[config.mk]
export PLATFORM = sky130hd
export DESIGN_NAME = mem_port_ctrl_flat
export DESIGN_NICKNAME = d
export VERILOG_FILES = /design/src/rtl/mem_port_ctrl_if.sv /design/src/rtl/mem_port_ctrl.sv /design/src/flat_wrapper.sv
export SDC_FILE = /design/constraint.sdc
export NUM_CORES = 1
export LEC_CHECK = 0
export ABC_CLOCK_PERIOD_IN_PS = 2700
export CAP_MARGIN = 0
export CORE_MARGIN = 2
export CORE_UTILIZATION = 39
export CTS_BUF_LIST = sky130_fd_sc_hd__clkbuf_16
export DETAILED_ROUTE_END_ITERATION = 8
export PLACE_DENSITY = 0.8
export SETUP_SLACK_MARGIN = 0.15
export SLEW_MARGIN = 0
export SYNTH_ARGS = -nofsm -noshare
export SYNTH_HDL_FRONTEND = slang
export SYNTH_SLANG_ARGS = --single-unit
[constraint.sdc]
create_clock -name clock -period 2.7 [get_ports clock]
set_input_delay 0.54 -clock clock [delete_from_list [all_inputs] [get_ports clock]]
set_output_delay 0.54 -clock clock [all_outputs]
set_load 0.01 [all_outputs]
[src/rtl/mem_port_ctrl_if.sv]
// RAM-side handshake bundle for mem_port_ctrl.
// The controller drives request/address/write data. The RAM returns read data and ack.
interface mem_port_ctrl_if #(
    parameter int ADDR_W = 9
);
    logic              mem_req;
    logic              mem_we;
    logic [ADDR_W-1:0] mem_addr;
    logic [31:0]       mem_wdata;
    logic [31:0]       mem_rdata;
    logic              mem_ack;

    // Controller side.
    modport master (
        output mem_req,
        output mem_we,
        output mem_addr,
        output mem_wdata,
        input  mem_rdata,
        input  mem_ack
    );

    // RAM side.
    modport slave (
        input  mem_req,
        input  mem_we,
        input  mem_addr,
        input  mem_wdata,
        output mem_rdata,
        output mem_ack
    );
endinterface

[src/rtl/mem_port_ctrl.sv]
// Memory-side controller for the MAR/MDR pair.
// It runs one read or write at a time against a synchronous RAM, using an ack handshake
// with a bounded wait. Every output comes straight from a flop. The registered status
// outputs are decoded from the next state, so they line up with the state register.
module mem_port_ctrl #(
    parameter int ADDR_W  = 9,
    parameter int TIMEOUT = 15
) (
    input  logic                  clock,
    input  logic                  clear,
    input  logic [31:0]           BusMuxOut,
    input  logic                  MARin,
    input  logic                  MDRin,
    input  logic                  rd_start,
    input  logic                  wr_start,
    output logic [31:0]           MDR,
    output logic                  busy,
    output logic                  done,
    output logic                  err,
    mem_port_ctrl_if.master       mem
);

    typedef enum logic [1:0] {
        IDLE    = 2'd0,
        RD_WAIT = 2'd1,
        WR_WAIT = 2'd2,
        DONE    = 2'd3
    } state_t;

    // Counter value on the last wait cycle allowed before giving up.
    localparam logic [7:0] WAIT_LAST = 8'(TIMEOUT - 1);

    state_t            state_q, state_d;
    logic [ADDR_W-1:0] mar_q, mar_d;
    logic [31:0]       mdr_q, mdr_d;
    logic [7:0]        cnt_q, cnt_d;
    logic              err_q, err_d;
    logic              busy_q, busy_d;
    logic              done_q, done_d;
    logic              req_q, req_d;
    logic              we_q, we_d;

    // Next-state, register-load and registered-output decode.
    always_comb begin
        state_d = state_q;
        mar_d   = mar_q;
        mdr_d   = mdr_q;
        cnt_d   = cnt_q;
        err_d   = err_q;

        case (state_q)
            IDLE: begin
                // Bus loads only while idle, so the RAM sees stable MAR/MDR.
                if (MARin) begin
                    mar_d = BusMuxOut[ADDR_W-1:0];
                end
                if (MDRin) begin
                    mdr_d = BusMuxOut;
                end
                // A read wins over a simultaneous write.
                if (rd_start) begin
                    state_d = RD_WAIT;
                    err_d   = 1'b0;
                    cnt_d   = 8'd0;
                end else if (wr_start) begin
                    state_d = WR_WAIT;
                    err_d   = 1'b0;
                    cnt_d   = 8'd0;
                end
            end

            RD_WAIT, WR_WAIT: begin
                // Ack beats a timeout that expires in the same cycle.
                if (mem.mem_ack) begin
                    if (state_q == RD_WAIT) begin
                        mdr_d = mem.mem_rdata;
                    end
                    state_d = DONE;
                end else begin
                    cnt_d = cnt_q + 8'd1;
                    if (cnt_q == WAIT_LAST) begin
                        state_d = DONE;
                        err_d   = 1'b1;
                    end
                end
            end

            DONE: begin
                state_d = IDLE;
            end

            default: begin
                state_d = IDLE;
            end
        endcase

        busy_d = (state_d != IDLE);
        done_d = (state_d == DONE);
        req_d  = (state_d == RD_WAIT) || (state_d == WR_WAIT);
        we_d   = (state_d == WR_WAIT);
    end

    // State and datapath registers; clear overrides everything.
    always_ff @(posedge clock) begin
        if (clear) begin
            state_q <= IDLE;
            mar_q   <= '0;
            mdr_q   <= '0;
            cnt_q   <= '0;
            err_q   <= 1'b0;
            busy_q  <= 1'b0;
            done_q  <= 1'b0;
            req_q   <= 1'b0;
            we_q    <= 1'b0;
        end else begin
            state_q <= state_d;
            mar_q   <= mar_d;
            mdr_q   <= mdr_d;
            cnt_q   <= cnt_d;
            err_q   <= err_d;
            busy_q  <= busy_d;
            done_q  <= done_d;
            req_q   <= req_d;
            we_q    <= we_d;
        end
    end

    assign MDR           = mdr_q;
    assign busy          = busy_q;
    assign done          = done_q;
    assign err           = err_q;
    assign mem.mem_req   = req_q;
    assign mem.mem_we    = we_q;
    assign mem.mem_addr  = mar_q;
    assign mem.mem_wdata = mdr_q;

endmodule

[src/flat_wrapper.sv]
// flat-port wrapper written by rule: the top's interface ports become plain ports
module mem_port_ctrl_flat 
#(
    parameter int ADDR_W  = 9,
    parameter int TIMEOUT = 15
)
  (clock, clear, BusMuxOut, MARin, MDRin, rd_start, wr_start, MDR, busy, done, err, mem_mem_req, mem_mem_we, mem_mem_addr, mem_mem_wdata, mem_mem_rdata, mem_mem_ack);
  mem_port_ctrl_if #(.ADDR_W(ADDR_W)) mem_i ();
  input  logic clock;
  input  logic clear;
  input  logic [31:0] BusMuxOut;
  input  logic MARin;
  input  logic MDRin;
  input  logic rd_start;
  input  logic wr_start;
  output logic [31:0] MDR;
  output logic busy;
  output logic done;
  output logic err;
  output wire logic [$bits(mem_i.mem_req)-1:0] mem_mem_req;
  output wire logic [$bits(mem_i.mem_we)-1:0] mem_mem_we;
  output wire logic [$bits(mem_i.mem_addr)-1:0] mem_mem_addr;
  output wire logic [$bits(mem_i.mem_wdata)-1:0] mem_mem_wdata;
  input wire logic [$bits(mem_i.mem_rdata)-1:0] mem_mem_rdata;
  input wire logic [$bits(mem_i.mem_ack)-1:0] mem_mem_ack;
  assign mem_mem_req = mem_i.mem_req;
  assign mem_mem_we = mem_i.mem_we;
  assign mem_mem_addr = mem_i.mem_addr;
  assign mem_mem_wdata = mem_i.mem_wdata;
  assign mem_i.mem_rdata = mem_mem_rdata;
  assign mem_i.mem_ack = mem_mem_ack;
  mem_port_ctrl #(.ADDR_W(ADDR_W), .TIMEOUT(TIMEOUT)) u_core (.clock(clock), .clear(clear), .BusMuxOut(BusMuxOut), .MARin(MARin), .MDRin(MDRin), .rd_start(rd_start), .wr_start(wr_start), .MDR(MDR), .busy(busy), .done(done), .err(err), .mem(mem_i));
endmodule
==> out/results.tsv <==
metric	value	unit
status	completed	
most common cell after layout, fill and taps aside	clkdlybuf4s50_1	
family with the most delay on the worst path	buffers and inverters	
Slew HR	49.4	%
CP max stage cell	dfxtp_1	
largest net degree at the start of global routing	50	
number of primary I/O pins	149	
Worst Tran Pin Value	757	ps
Worst setup EP type	flop	
slowest stage delay, CP	390	ps
chip width	87.8	um
Final Slew Violations	0	
Port Buffers	148	
initial antenna violation count	0	
TritonCTS Buffers	5	
Worst-Skew Late Latency	290	ps
vias in the first global route	2520	
Setup CP Type	reg2reg	
synthesis-to-finish area growth	55.6	%
Sum Neg Setup Slack	0	ps
Worst EP required	2890	ps
Clk pwr share	16.0	%
final worst clock skew	3.96	ps
Total GRT Usage	18.9	%
Synth top area share	40.9	%
Yosys top cell by area	dfxtp_1	
post-synthesis sequential area ratio	40.9	%
Core Area	6790	um^2
final worst path period share	84.6	%
arrival time worst endpoint	2480	ps
# DRC	0	
RSZ-0062 raised after global routing	no	
Final Hold Fails	0	
syn_area_per_cell	9.01	um^2
hpwl dp	5420	um
Cell Chain, Critical Path	inv_1 > ha_2 > buf_4 > nor2b_1 > a2111oi_4 > buf_6 > nor2_1 > a211oi_1	
Synth area leaders	dfxtp_1, mux2i_1, a211oi_1	
combinational share of power	57.0	%
Core Rows	30	
WL/cell	14.2	um
pre-CTS setup slack	243	ps
Fmax	438	MHz
commonest non-fill, non-tap cells in the layout	clkdlybuf4s50_1, dfxtp_1, nor2_1	
pwr/cell area	1070	nW/um^2
Post-Synth Adder-Cell Area	3.65	%
Sink Count	56	
Worst Setup Start Kind	flop	
Cells after Synth	304	
Period minus WS final	2280	ps
worst hold path class	reg2reg	
Synth warnings	0	
xor/xnor cell area share of the yosys netlist	0.959	%
static leakage	1.59	nW
Initial Util	40.3	%
root buffer cell	clkbuf_16	
simple-gate share of the synthesized area	15.6	%
crit-path max FO	36	
DR vias	2598	
GR Overflow Total	0	
synthesized area	2740	um^2
mux contribution to synthesized area	11.7	%
die outline area	7710	um^2
drt first pass iters	4	
htree depth	2	
worst vdd ir	835	uV
Routed WL	7320	um
syn_nets	383	
Antenna Nets Post-Route	0	
# fillers	580	
compound-gate portion of the synthesized area	14.8	%
# nets final	497	
sw frac	37.8	%
internal cell power	2.84	mW
via density per instance	5.04	
final setup vio count	0	
maximum clock path buffer count	2	
ANT cells	0	
register bit total from synthesis	56	
CTS tree	yes	
maxcap violations	0	
Clock Pin Slew Worst Setup and Hold Paths	70	ps
layout cells sized above 1	5.01	%
switching power	1.72	mW
DR iter-0 viols	91	
global-route wire length before repair	11600	um
Die Y	87.8	um
largest family of logic cells by synthesized area	simple AND/OR/NAND/NOR gates	
Seq pwr share	27.1	%
crit path buf inv count	3	
Yosys cell types	33	
GPL Wtd Cong	0.856	
fin worst setup slack	417	ps
==> layout make-up <==
type	instances	area, um^2	share of cell area, %
inverters	7	26.3	0.616
multi-input cells	191	1280	30.0
flip-flops and latches	56	1120	26.3
clock inverters	3	42.5	0.998
well taps	96	120	2.82
repair buffers	157	1550	36.3
clock buffers	5	125	2.94
==> flip-flops by register name, summed over array words and instances (netlist names) <==
signal               count
u_core.state_q           2
u_core.MDR              32
u_core.busy              1
u_core.err               1
u_core.cnt_q             8
u_core.mem.mem_we        1
u_core.mem.mem_addr      9
u_core.mem.mem_req       1
u_core.done              1
==> cell families (layout without fill, tap and decap cells) <==
family                   Yosys count  count (layout)
AO/OA/AOI/OAI                     57              57
XOR/XNOR                           3               3
adder cells (fa/ha/maj)            8               8
buffers and inverters             57             172
flip-flops                        56              56
multiplexers                      32              32
AND/OR/NAND/NOR                   91              91
==> per-stage QoR <==
| stage | area, um^2 | cells | hold WS [ps] | utilization, % | power (mW) |
|---|---|---|---|---|---|
| after global placement | 4090 | 507 | 441 | 60.2 | 3.77 |
| final | 4260 | 515 | 461 | 62.7 | 4.56 |
| after CTS | 4260 | 515 | 461 | 62.7 | 4.58 |
| after detailed placement | 4090 | 507 | 450 | 60.2 | 3.84 |
| after global routing | 4260 | 515 | 475 | 62.7 | 4.89 |
| after floorplan | 2740 | 304 | 452 | - | 2.91 |
==> synthesized netlist by cell type <==
library cell,n
a211oi_1,32
nand2_1,10
buf_2,4
o41ai_1,2
nor3b_1,1
clkbuf_1,11
dfxtp_1,56
nor4b_1,3
nor4_1,3
nor3_1,1
ha_1,8
buf_4,32
nand4_1,2
inv_1,7
o21bai_1,2
nor2b_1,3
nand2b_1,2
clkbuf_2,1
o31ai_1,1
or4_1,1
nor2_1,44
or3_1,3
a2111oi_4,1
o21ai_0,2
a21oi_1,16
mux2i_1,32
nor2_2,1
xnor2_1,3
buf_1,2
nand3_1,13
a31oi_1,1
and3_1,2
and2_1,2
==> worst reg2reg max path: stages, from the launching register on <==
cell and delay, ps:
dfxtp_1 390, inv_1 80, ha_2 290, buf_4 230
nor2b_1 190, a2111oi_4 360, buf_6 310, nor2_1 90
a211oi_1 240
==> per-layer routing <==
layer / share of wire [%] / GRT usage [%] / vias up
met3: 7.4 / 3.39 / 9
met4: 1.4 / 6.29 / 0
met2: 51 / 35.3 / 124
met5: 0 / 0 / -
li1: - / - / 1266
met1: 40 / 21.5 / 1199
==> final timing paths <==
kind | from | endpoint | slack, ps | cells past startpoint
max | u_core.state_q[1] | u_core.MDR[13] | 420 | 8
min | u_core.mem.mem_addr[8] | u_core.mem.mem_addr[8] | 460 | 2
max reg2reg | u_core.state_q[1] | u_core.MDR[13] | 420 | 8
min reg2reg | u_core.mem.mem_addr[8] | u_core.mem.mem_addr[8] | 460 | 2
==> power by group through the flow <==
stage | registers, mW | logic, mW | clock network, mW
final | 1.23 | 2.60 | 0.729
after global routing | 1.27 | 2.85 | 0.772
after detailed placement | 1.25 | 2.59 | 0
after global placement | 1.24 | 2.53 | 0
after CTS | 1.24 | 2.60 | 0.745
after floorplan | 1.33 | 1.59 | 0
==> timing repair <==
action                     in CTS  in global routing
hold buffers                    0                  0
buffers inserted                0                  0
resized for setup               0                  1
setup endpoints to repair       0                  3
Note: power is estimated with default switching activity, not from simulation.
